--- src/rtl/dmux4_dispatch_pkg.sv ---
// Shared types and constants for the dmux4_dispatch front-end.
// Holds the FSM encoding, steering modes and default widths.
package dmux4_dispatch_pkg;

  localparam int WIDTH_DEF = 16;
  localparam int CNT_W_DEF = 8;

  typedef enum logic {
    ST_EMPTY = 1'b0,
    ST_FULL  = 1'b1
  } state_t;

  typedef enum logic {
    MODE_ADDR = 1'b0,
    MODE_RR   = 1'b1
  } mode_t;

  // Round-robin pointer step; wraps 3 -> 0 through natural 2-bit overflow.
  function automatic logic [1:0] next_rr(input logic [1:0] ptr);
    return ptr + 2'd1;
  endfunction

endpackage

--- src/rtl/dmux4_dispatch_dmux.sv ---
// 16-bit 4-way demultiplexer: routes data to one of four buses, zero elsewhere.
// sel[1] picks the pair (out1/out2 vs out3/out4), sel[0] picks within the pair.
module dmux4_dispatch_dmux #(
  parameter int WIDTH = 16
) (
  input  logic [WIDTH-1:0] data,
  input  logic [1:0]       sel,
  output logic [WIDTH-1:0] out1,
  output logic [WIDTH-1:0] out2,
  output logic [WIDTH-1:0] out3,
  output logic [WIDTH-1:0] out4
);

  logic [WIDTH-1:0] pair [2];
  logic [WIDTH-1:0] lane [4];

  genvar gi;
  generate
    for (gi = 0; gi < 2; gi++) begin : g_pair
      assign pair[gi] = (sel[1] == 1'(gi)) ? data : '0;
    end
    for (gi = 0; gi < 4; gi++) begin : g_lane
      assign lane[gi] = (sel[0] == 1'(gi % 2)) ? pair[gi / 2] : '0;
    end
  endgenerate

  assign out1 = lane[0];
  assign out2 = lane[1];
  assign out3 = lane[2];
  assign out4 = lane[3];

endmodule

--- src/rtl/dmux4_dispatch.sv ---
// One-entry dispatcher: accepts words over valid/ready and steers each to one of
// four destinations (addressed or round-robin), with saturating delivery counters.
module dmux4_dispatch
  import dmux4_dispatch_pkg::*;
#(
  parameter int WIDTH = WIDTH_DEF,
  parameter int CNT_W = CNT_W_DEF
) (
  input  logic             clock,
  input  logic             reset_n,
  input  logic             in_valid,
  output logic             in_ready,
  input  logic [WIDTH-1:0] in_data,
  input  logic [1:0]       in_dest,
  input  logic             mode,
  input  logic             flush,
  input  logic             clr_cnt,
  output logic [WIDTH-1:0] out1,
  output logic [WIDTH-1:0] out2,
  output logic [WIDTH-1:0] out3,
  output logic [WIDTH-1:0] out4,
  output logic [3:0]       out_valid,
  input  logic [3:0]       out_ready,
  input  logic [1:0]       cnt_sel,
  output logic [CNT_W-1:0] cnt_out
);

  localparam logic [CNT_W-1:0] CNT_MAX = '1;

  state_t           state_reg, state_next;
  logic [WIDTH-1:0] hold_data_reg, hold_data_next;
  logic [1:0]       hold_dest_reg, hold_dest_next;
  logic [1:0]       rr_ptr_reg, rr_ptr_next;
  logic [CNT_W-1:0] cnt_val [4];

  logic full;
  logic accept;
  logic deliver;

  assign full = (state_reg == ST_FULL);

  // Combinational ready lets a delivery and a new accept share one cycle.
  assign in_ready = reset_n & ~flush & (~full | out_ready[hold_dest_reg]);
  assign accept   = in_valid & in_ready;
  assign deliver  = full & out_ready[hold_dest_reg] & ~flush;

  always_ff @(posedge clock or negedge reset_n) begin
    if (!reset_n) begin
      state_reg     <= ST_EMPTY;
      hold_data_reg <= '0;
      hold_dest_reg <= '0;
      rr_ptr_reg    <= '0;
    end else begin
      state_reg     <= state_next;
      hold_data_reg <= hold_data_next;
      hold_dest_reg <= hold_dest_next;
      rr_ptr_reg    <= rr_ptr_next;
    end
  end

  always_comb begin
    state_next     = state_reg;
    hold_data_next = hold_data_reg;
    hold_dest_next = hold_dest_reg;
    rr_ptr_next    = rr_ptr_reg;
    if (flush) begin
      state_next = ST_EMPTY;
    end else begin
      if (deliver) begin
        state_next = ST_EMPTY;
      end
      if (accept) begin
        state_next     = ST_FULL;
        hold_data_next = in_data;
        if (mode == MODE_RR) begin
          hold_dest_next = rr_ptr_reg;
          rr_ptr_next    = next_rr(rr_ptr_reg);
        end else begin
          hold_dest_next = in_dest;
        end
      end
    end
  end

  genvar gi;
  generate
    for (gi = 0; gi < 4; gi++) begin : g_dest
      logic [CNT_W-1:0] cnt_reg;

      assign out_valid[gi] = full & (hold_dest_reg == 2'(gi));
      assign cnt_val[gi]   = cnt_reg;

      // Clear wins over a same-cycle delivery.
      always_ff @(posedge clock or negedge reset_n) begin
        if (!reset_n) begin
          cnt_reg <= '0;
        end else if (clr_cnt) begin
          cnt_reg <= '0;
        end else if (deliver && (hold_dest_reg == 2'(gi)) && (cnt_reg != CNT_MAX)) begin
          cnt_reg <= cnt_reg + 1'b1;
        end
      end
    end
  endgenerate

  assign cnt_out = cnt_val[cnt_sel];

  dmux4_dispatch_dmux #(
    .WIDTH(WIDTH)
  ) u_dmux (
    .data(full ? hold_data_reg : '0),
    .sel (hold_dest_reg),
    .out1(out1),
    .out2(out2),
    .out3(out3),
    .out4(out4)
  );

endmodule

--- config.mk ---
export PLATFORM = sky130hd
export DESIGN_NAME = dmux4_dispatch
export DESIGN_NICKNAME = d
export VERILOG_FILES = /design/src/rtl/dmux4_dispatch_pkg.sv /design/src/rtl/dmux4_dispatch_dmux.sv /design/src/rtl/dmux4_dispatch.sv
export SDC_FILE = /design/constraint.sdc
export NUM_CORES = 1
export LEC_CHECK = 0
export ABC_AREA = 0
export CAP_MARGIN = 10
export CORE_MARGIN = 2
export CORE_UTILIZATION = 47
export DETAILED_ROUTE_END_ITERATION = 8
export GPL_ROUTABILITY_DRIVEN = 0
export PLACE_DENSITY = 0.9
export SYNTH_ARGS = -nofsm -noshare
export SYNTH_HDL_FRONTEND = slang
export SYNTH_SLANG_ARGS = --single-unit
export TNS_END_PERCENT = 20
--- constraint.sdc ---
create_clock -name clock -period 2.18 [get_ports clock]
set_input_delay 0.436 -clock clock [delete_from_list [all_inputs] [get_ports clock]]
set_output_delay 0.436 -clock clock [all_outputs]
set_load 0.01 [all_outputs]
==> flow_metrics.tcl, run 1 <==
set metrics [dict create \
    cts_sinks 53 \
    number_of_nets_in_the_layout 488 \
    async_flop_share_pct 100 \
    slew-limit-headroom_pct 54.3 \
    grt_first_pass_wirelength_mm 14.6 \
    synth_enable_flop_cells 0 \
    summed_negative_setup_slack_over_all_endpoints_ns -0.152 \
    num_rows 30 \
    cpMostUsedCell "sky130_fd_sc_hd__and2_1" \
    mean_post_synth_cell_area_um2 10.3 \
    layout.cells.most_common_list "sky130_fd_sc_hd__and2_1 (66), sky130_fd_sc_hd__dfrtp_1 (50), sky130_fd_sc_hd__buf_4 (31)" \
    violation_count_after_the_first_detailed_routing_iteration 235 \
    largest_register_ffs 32 \
    yosys-mux-area-fraction_pct 15.3 \
    fin_ws_ns -0.0623 \
    total_half_perimeter_wirelength_after_legalization_and_detailed_placement_mm 7.02 \
    simple_gate_fraction_of_synth_area_pct 26.6 \
    timing.hold.worst.class "in -> async" \
    postRouteWirelength_mm 9.72 \
    pwr-share-clk_pct 25.2 \
    share_of_final_layout_standard_cells_stronger_than_drive_strength_1_pct 24.8 \
    floorplan.initialDensity_pct 48.6 \
    die_x_um 88.1 \
    remaining_drc_errors 0 \
    grt_pass1_vias 2891 \
    multi_input_area_um2 1900 \
    globalRoute.totalOverflow 0 \
    power.net_switching_mw 0.698 \
    post-route-min-period_ns 2.24 \
    clock_tree.htree_level_count 2 \
    tritoncts.num_buffers 5 \
    cap_viol_max_count 0 \
    power.density_cell_area_nw_per_um2 516 \
    power.share.combinational_pct 25.7 \
    finalHoldViolCount 0 \
    max-clock-path-buffers 2 \
    cp_cell_sequence "and2_1, nor2b_2, buf_6, buf_4, and2_1, dlygate4sd2_1" \
    sw_frac_of_total_pct 28.6 \
    final.fill_count 505 \
    synth_cell_type_count 46 \
    clock-root-buffer "sky130_fd_sc_hd__clkbuf_8" \
    syn-cell-area_um2 3320 \
    critPathCaptureType "output pin" \
    internal_power_mw 1.74 \
    placed_cell_area_um2 4670 \
    area_delta_synth_final_pct 42.6 \
    detailedRoute.firstPassIterationCount 4 \
    synth.yosys.seq_area_share_pct 39.9 \
    total_leakage_power_nw 2.49 \
    critical-path-max-stage-delay_ns 0.45 \
    crit_type "reg -> out" \
    power.sequential.fraction_pct 49.1 \
    die-area_um2 7760 \
    cpMaxStageDelayCell "sky130_fd_sc_hd__dfrtp_2" \
    fin_worst_skew_ns 0.00795 \
    ys_dominant_reg_cell "sky130_fd_sc_hd__dfrtp_1" \
    insertion_delay_ns 0.32 \
    critical_path.reg2reg.startpoint "hold_dest_reg[1]$_DFFE_PN0P_" \
    timing.critical_path.from "full$_DFFE_PN0P_" \
    drt.antenna.violating_nets 0 \
    ys_seq_elements 53 \
    post_drt_wl_per_cell_um 17.6 \
    number_of_buffers_added_on_ports 106 \
    ioPinCount 107 \
    finalInstanceArea_um2 4740 \
    clk_transition_reported_paths_ns 0.09 \
    crit_path_max_fanout 10 \
    report.final.setup_viol 4 \
    max_fclk_ghz 0.446 \
    die_h_um 88.1 \
    most_common_cell_after_layout_fill_and_taps_aside "sky130_fd_sc_hd__and2_1" \
    synth_fp_nets 355 \
    antenna-diode-count 0 \
    ys.warnings.count 0 \
    max_rail_drop_vdd_mv 0.439 \
    critical_path_required_ns 1.74 \
    synthCells 321 \
    hold-worst-slack_ns 0.290 \
    rsz0062_at_grt "yes" \
    grt.total_usage_pct 24.7 \
    synthAdderAreaFrac_pct 1.51 \
    regArea_um2 1330 \
    post_drt_via_cell_ratio 5.54 \
    routed-via-count 3053 \
    pin_count_of_the_biggest_net_entering_global_routing 54 \
    timing.critical_path.from_type "flop" \
    violations_in_the_final_reports "setup timing" \
    worst_ep_arrival_time_ns 1.81 \
    grt_antenna_before_repair 0 \
    maxSlewViolCount 0 \
    cts_tree "done" \
    synth_compound_area_share_pct 9.49 \
    synthXorXnorAreaFrac_pct 3.95 \
    period_utilization_post_route_pct 103 \
    core_outline_area_um2 6830 \
    status "finished, violations left" \
    synth_top_family_by_area "simple AND/OR/NAND/NOR gates" \
    transition_time_of_the_tightest_slew_check_pin_ns 0.685 \
]
-- cells in the mapped netlist, drive strengths merged (5+ instances only) --
library cell / n / area (um^2)
o31ai: 5 / 37.5
nand3: 10 / 50.1
mux2i: 8 / 80.1
inv: 8 / 30.0
nor2: 21 / 78.8
dfrtp: 53 / 1330
buf: 9 / 51.3
and2: 66 / 413
nand4: 9 / 56.3
and3: 5 / 31.3
or3: 5 / 31.3
mux2: 19 / 248
a21oi: 13 / 65.1
nor2b: 8 / 50.1
o21ai: 6 / 30.0
clkbuf: 7 / 26.3
or4: 5 / 37.5
nand2: 7 / 33.8
mux4: 8 / 180
xor2: 6 / 52.6
xnor2: 9 / 78.8
-- layer usage --
layer / up-vias / track usage [%] / wire, um
li1: 1420 / - / -
met1: 1526 / 30.8 / 3880
met2: 90 / 44.9 / 5270
met3: 17 / 3.58 / 374
met4: 0 / 6.89 / 189
met5: - / 0 / 0
-- worst max-delay path: cells and delay by family (launching register included) --
family                 cells  cell delay (ns)
buffers and inverters      3             0.56
and+or+nand+nor            3             0.48
DFF                        1             0.45
-- what timing repair did --
action | in CTS | in global routing
endpoints found under the setup margin | 77 | 50
resized for setup | 93 | 60
hold buffers | 0 | 0
buffers inserted | 4 | 4
-- power groups by stage --
| stage | Sequential (mW) | Clock, mW | Combinational [mW] |
|---|---|---|---|
| floorplan | 1.18 | 0 | 0.313 |
| global placement | 1.21 | 0 | 0.565 |
| detailed placement | 1.23 | 0 | 0.584 |
| CTS | 1.21 | 0.618 | 0.578 |
| global route | 1.22 | 0.655 | 0.673 |
| finish | 1.20 | 0.616 | 0.627 |
-- metrics by stage --
| stage | worst slack (ns) | cells | util (%) | power [mW] |
|---|---|---|---|---|
| after global routing | -0.104 | 551 | 69.3 | 2.55 |
| final | -0.0623 | 551 | 69.3 | 2.44 |
| after global placement | -0.322 | 535 | 68.3 | 1.78 |
| after detailed placement | -0.357 | 535 | 68.3 | 1.81 |
| after CTS | -0.181 | 547 | 69.0 | 2.40 |
| after floorplan | 0.262 | 321 | - | 1.49 |
-- worst paths after layout --
kind                                               endpoint  slack [ns]  cells after the start
max                                                out2[12]       -0.06                      6
min                            hold_data_reg[0]$_DFFE_PN0P_        0.29                      2
max reg2reg                g_dest[0].cnt_reg[5]$_DFFE_PN0P_        0.12                      7
min reg2reg                       rr_ptr_reg[1]$_DFFE_PN0P_        0.50                      1
max in group asynchronous      hold_dest_reg[1]$_DFFE_PN0P_        1.40                      2
min in group clock                rr_ptr_reg[1]$_DFFE_PN0P_        0.50                      1
-- logic make-up (layout without fill, tap and decap cells) --
family | count (synthesis) | in the layout
flip-flops | 53 | 53
buffers and inverters | 24 | 158
AO/OA/AOI/OAI | 43 | 43
AND/OR/NAND/NOR | 147 | 147
XOR/XNOR | 15 | 15
adder cells (fa/ha/maj) | 4 | 4
multiplexers | 35 | 35
-- area by class of cell --
class | count | area share [%]
timing repair buffer | 142 | 26.5
inverter | 8 | 0.634
clock buffer | 7 | 2.03
sequential | 53 | 28.1
clock inverter | 1 | 0.106
tap | 96 | 2.54
multi-input combinational | 244 | 40.1
No activity file was read; power rests on OpenSTA's default activity.
==> run 2: changes to the inputs <==
Settings changed: CORE_UTILIZATION 47 to 48, SYNTH_HIERARCHICAL set to 1.
==> run 2 against run 1 <==
Against the previous run: the flow still finishes with violations (setup timing); critical path depth fell by 2; cell area increased by 8.0%; non-clock buffer count is 1 lower; synthesized cell count grew 9.7%; via count is 7.9% higher; utilization shrank 2.1 points; setup slack better by 0.0068 ns; area after synthesis increased by 11%; clock-buffer cell count is 2 lower; cell count grew 4.5%.
==> flow_metrics.tcl, run 2 <==
set metrics [dict create \
    synthCells 352 \
    fin_worst_skew_ns 0.00869 \
    synth.yosys.seq_area_share_pct 35.8 \
    cts.hold.buffers_added 0 \
    status "finished, violations left" \
    critPathCaptureType "output pin" \
    ys.warnings.count 6 \
    cap_viol_max_count 0 \
    internal_power_mw 2.00 \
    violation_count_after_the_first_detailed_routing_iteration 111 \
    power.net_switching_mw 0.854 \
    post-synth-top-area-cell "sky130_fd_sc_hd__dfrtp_1" \
    floorplan.initialDensity_pct 48.7 \
    postRouteWirelength_mm 9.80 \
    grt_pass1_vias 3214 \
    mean_post_synth_cell_area_um2 10.5 \
    period_utilization_post_route_pct 103 \
    layout.cells.most_common_list "sky130_fd_sc_hd__dlygate4sd2_1 (53), sky130_fd_sc_hd__dfrtp_1 (50), sky130_fd_sc_hd__clkdlybuf4s50_1 (35)" \
    timing.hold.worst.class "in -> async" \
    async_flop_share_pct 100 \
    synth_cell_type_count 43 \
    synth_fp_nets 386 \
    grt.total_usage_pct 23.3 \
    drt.antenna.violating_nets 0 \
    timing.critical_path.from "full$_DFFE_PN0P_" \
    report.final.setup_viol 6 \
    synth_enable_flop_cells 0 \
    post_synth_most_frequent_cells "sky130_fd_sc_hd__dfrtp_1 (53), sky130_fd_sc_hd__and3b_1 (33), sky130_fd_sc_hd__a21oi_1 (22)" \
    ff2ff_path_depth 6 \
    cts_tree "done" \
    crit_type "reg -> out" \
    globalRoute.totalOverflow 0 \
    number_of_buffers_added_on_ports 106 \
    remaining_drc_errors 0 \
    dp_worst_setup_slack_ns -0.402 \
    antenna-diode-count 0 \
    syn-cell-area_um2 3700 \
    number_of_nets_in_the_layout 507 \
    post_drt_via_cell_ratio 5.72 \
    finalHoldViolCount 0 \
    ioPinCount 107 \
    rsz0062_at_grt "yes" \
    detailedRoute.firstPassIterationCount 4 \
    grt_antenna_before_repair 0 \
    summed_negative_setup_slack_over_all_endpoints_ns -0.223 \
    post-route-min-period_ns 2.24 \
    worst_ep_arrival_time_ns 1.80 \
    clock_tree.htree_level_count 2 \
    area_delta_synth_final_pct 38.2 \
    grt_first_pass_wirelength_mm 15.8 \
    cell_types_with_the_largest_area_share_after_synthesis "sky130_fd_sc_hd__dfrtp_1 (36%), sky130_fd_sc_hd__and3b_1 (7.8%), sky130_fd_sc_hd__nor3b_2 (5.4%), sky130_fd_sc_hd__mux4_2 (4.9%), sky130_fd_sc_hd__mux2_4 (3.6%)" \
    post_drt_wl_per_cell_um 17.0 \
    pin_count_of_the_biggest_net_entering_global_routing 68 \
    pwr-share-clk_pct 27.5 \
    yosys.cell_count.top_type "sky130_fd_sc_hd__dfrtp_1" \
    violations_in_the_final_reports "setup timing" \
    tritoncts.num_buffers 5 \
    insertion_delay_ns 0.31 \
    maxSlewViolCount 0 \
    top_cell_type_s_share_of_synthesized_area_pct 35.8 \
    cts_sinks 53 \
    clock-root-buffer "sky130_fd_sc_hd__clkbuf_8" \
    final.fill_count 590 \
    die_x_um 91.8 \
    max-clock-path-buffers 2 \
    ys_dominant_reg_cell "sky130_fd_sc_hd__dfrtp_1" \
    critical_path.reg2reg.startpoint "hold_dest_reg[1]$_DFFE_PN0P_" \
    most_common_cell_after_layout_fill_and_taps_aside "sky130_fd_sc_hd__dlygate4sd2_1" \
    power.sequential.fraction_pct 40.8 \
    sw_frac_of_total_pct 29.9 \
    power.density_cell_area_nw_per_um2 558 \
    num_rows 32 \
    ys_seq_elements 53 \
    largest_register_ffs 32 \
    core_outline_area_um2 7610 \
    total_leakage_power_nw 2.76 \
    slew-limit-headroom_pct 54.4 \
    worstReg2RegEnd "hold_data_reg[12]$_DFFE_PN0P_" \
    die_h_um 91.8 \
    die-area_um2 8430 \
    ff2ff_setup_slack_ns 0.17 \
    clk_transition_reported_paths_ns 0.09 \
    critical_path_required_ns 1.74 \
    power.share.combinational_pct 31.7 \
    crit_path_max_fanout 10 \
    max_rail_drop_vdd_mv 0.278 \
    routed-via-count 3293 \
    share_of_final_layout_standard_cells_stronger_than_drive_strength_1_pct 22.4 \
    timing.critical_path.from_type "flop" \
    transition_time_of_the_tightest_slew_check_pin_ns 0.685 \
    fin_ws_ns -0.0555 \
    total_half_perimeter_wirelength_after_legalization_and_detailed_placement_mm 7.03 \
    max_fclk_ghz 0.447 \
]
[run 2: changes by cell type in the layout (fill, tap and decap cells not counted), sizes merged, moves of 7 or more]
cell | before | now
dlygate4sd2 | 29 | 53
nor2 | 21 | 14
nor3b | 0 | 16
clkbuf | 26 | 7
and2 | 66 | 19
and3b | 1 | 33
a21oi | 13 | 22
buf | 46 | 36
and3 | 5 | 18
[run 2: through the flow]
stage               power, mW  std cells  hold slack [ns]  area, um^2  util [%]
finish                   2.86        576            0.264        5120      67.3
global route             3.00        576            0.328        5120      67.3
CTS                      2.84        575            0.291        5050      66.4
detailed placement       2.03        562            0.467        4920      64.7
global placement         2.00        562            0.463        4920      64.7
floorplan                1.83        352            0.140        3700         -
[run 2: worst max-delay path, stage by stage (launching register included)]
cell	delay (ns)
sky130_fd_sc_hd__dfrtp_2	0.43
sky130_fd_sc_hd__buf_6	0.15
sky130_fd_sc_hd__and2_1	0.19
sky130_fd_sc_hd__and3_1	0.18
sky130_fd_sc_hd__clkdlybuf4s50_1	0.53
[run 2: kinds of logic (layout without fill, tap and decap cells)]
kind of cell    after synthesis  count (layout)  synth area share, %
flops                        53              53                 35.8
compound gates               53              53                 8.99
simple gates                168             168                 32.3
buf+inv                      32             154                 6.08
xor+xnor                      7               7                 1.66
fa+ha+maj                     4               4                 1.35
mux                          35              35                 13.8
[run 2: timing repair]
item,4_1_cts,5_1_grt
buffers inserted,4,0
hold endpoints to repair,0,0
gates resized for setup,69,20
gates cloned,1,1
setup endpoints to repair,76,24
[run 2: worst max-delay path by stage]
stage                                               end  slack [ns]  cells after the start
final                                          out4[15]       -0.06                      4
after global routing                           out4[15]       -0.14                      4
after CTS                                      out4[11]       -0.06                      4
after detailed placement                     cnt_out[1]       -0.40                      4
after global placement                       cnt_out[4]       -0.34                      4
after floorplan           hold_data_reg[10]$_DFFE_PN0P_        0.25                      6
[run 2: layout make-up]
type                            instances  area (um^2)  share of cell area, %
Clock buffer                            5         68.8                   1.34
Multi-Input combinational cell        267         2170                   42.5
Clock inverter                          3         65.1                   1.27
Timing Repair Buffer                  141         1330                   26.1
Sequential cell                        53         1330                   26.0
Inverter                                5         18.8                  0.367
Tap cell                              102          128                   2.49
[run 2: routing by layer]
| metal | wire [um] | track usage, % | up-vias |
|---|---|---|---|
| li1 | - | - | 1549 |
| met1 | 3800 | 27.8 | 1611 |
| met2 | 5220 | 43.4 | 122 |
| met3 | 676 | 4.11 | 11 |
| met4 | 104 | 5.47 | 0 |
| met5 | 0 | 0 | - |
[run 2: power by group through the flow]
stage	logic [mW]	clock network (mW)	registers [mW]
floorplan	0.669	0	1.16
global placement	0.810	0	1.19
detailed placement	0.836	0	1.20
CTS	0.874	0.803	1.16
global route	0.978	0.836	1.18
finish	0.905	0.786	1.17
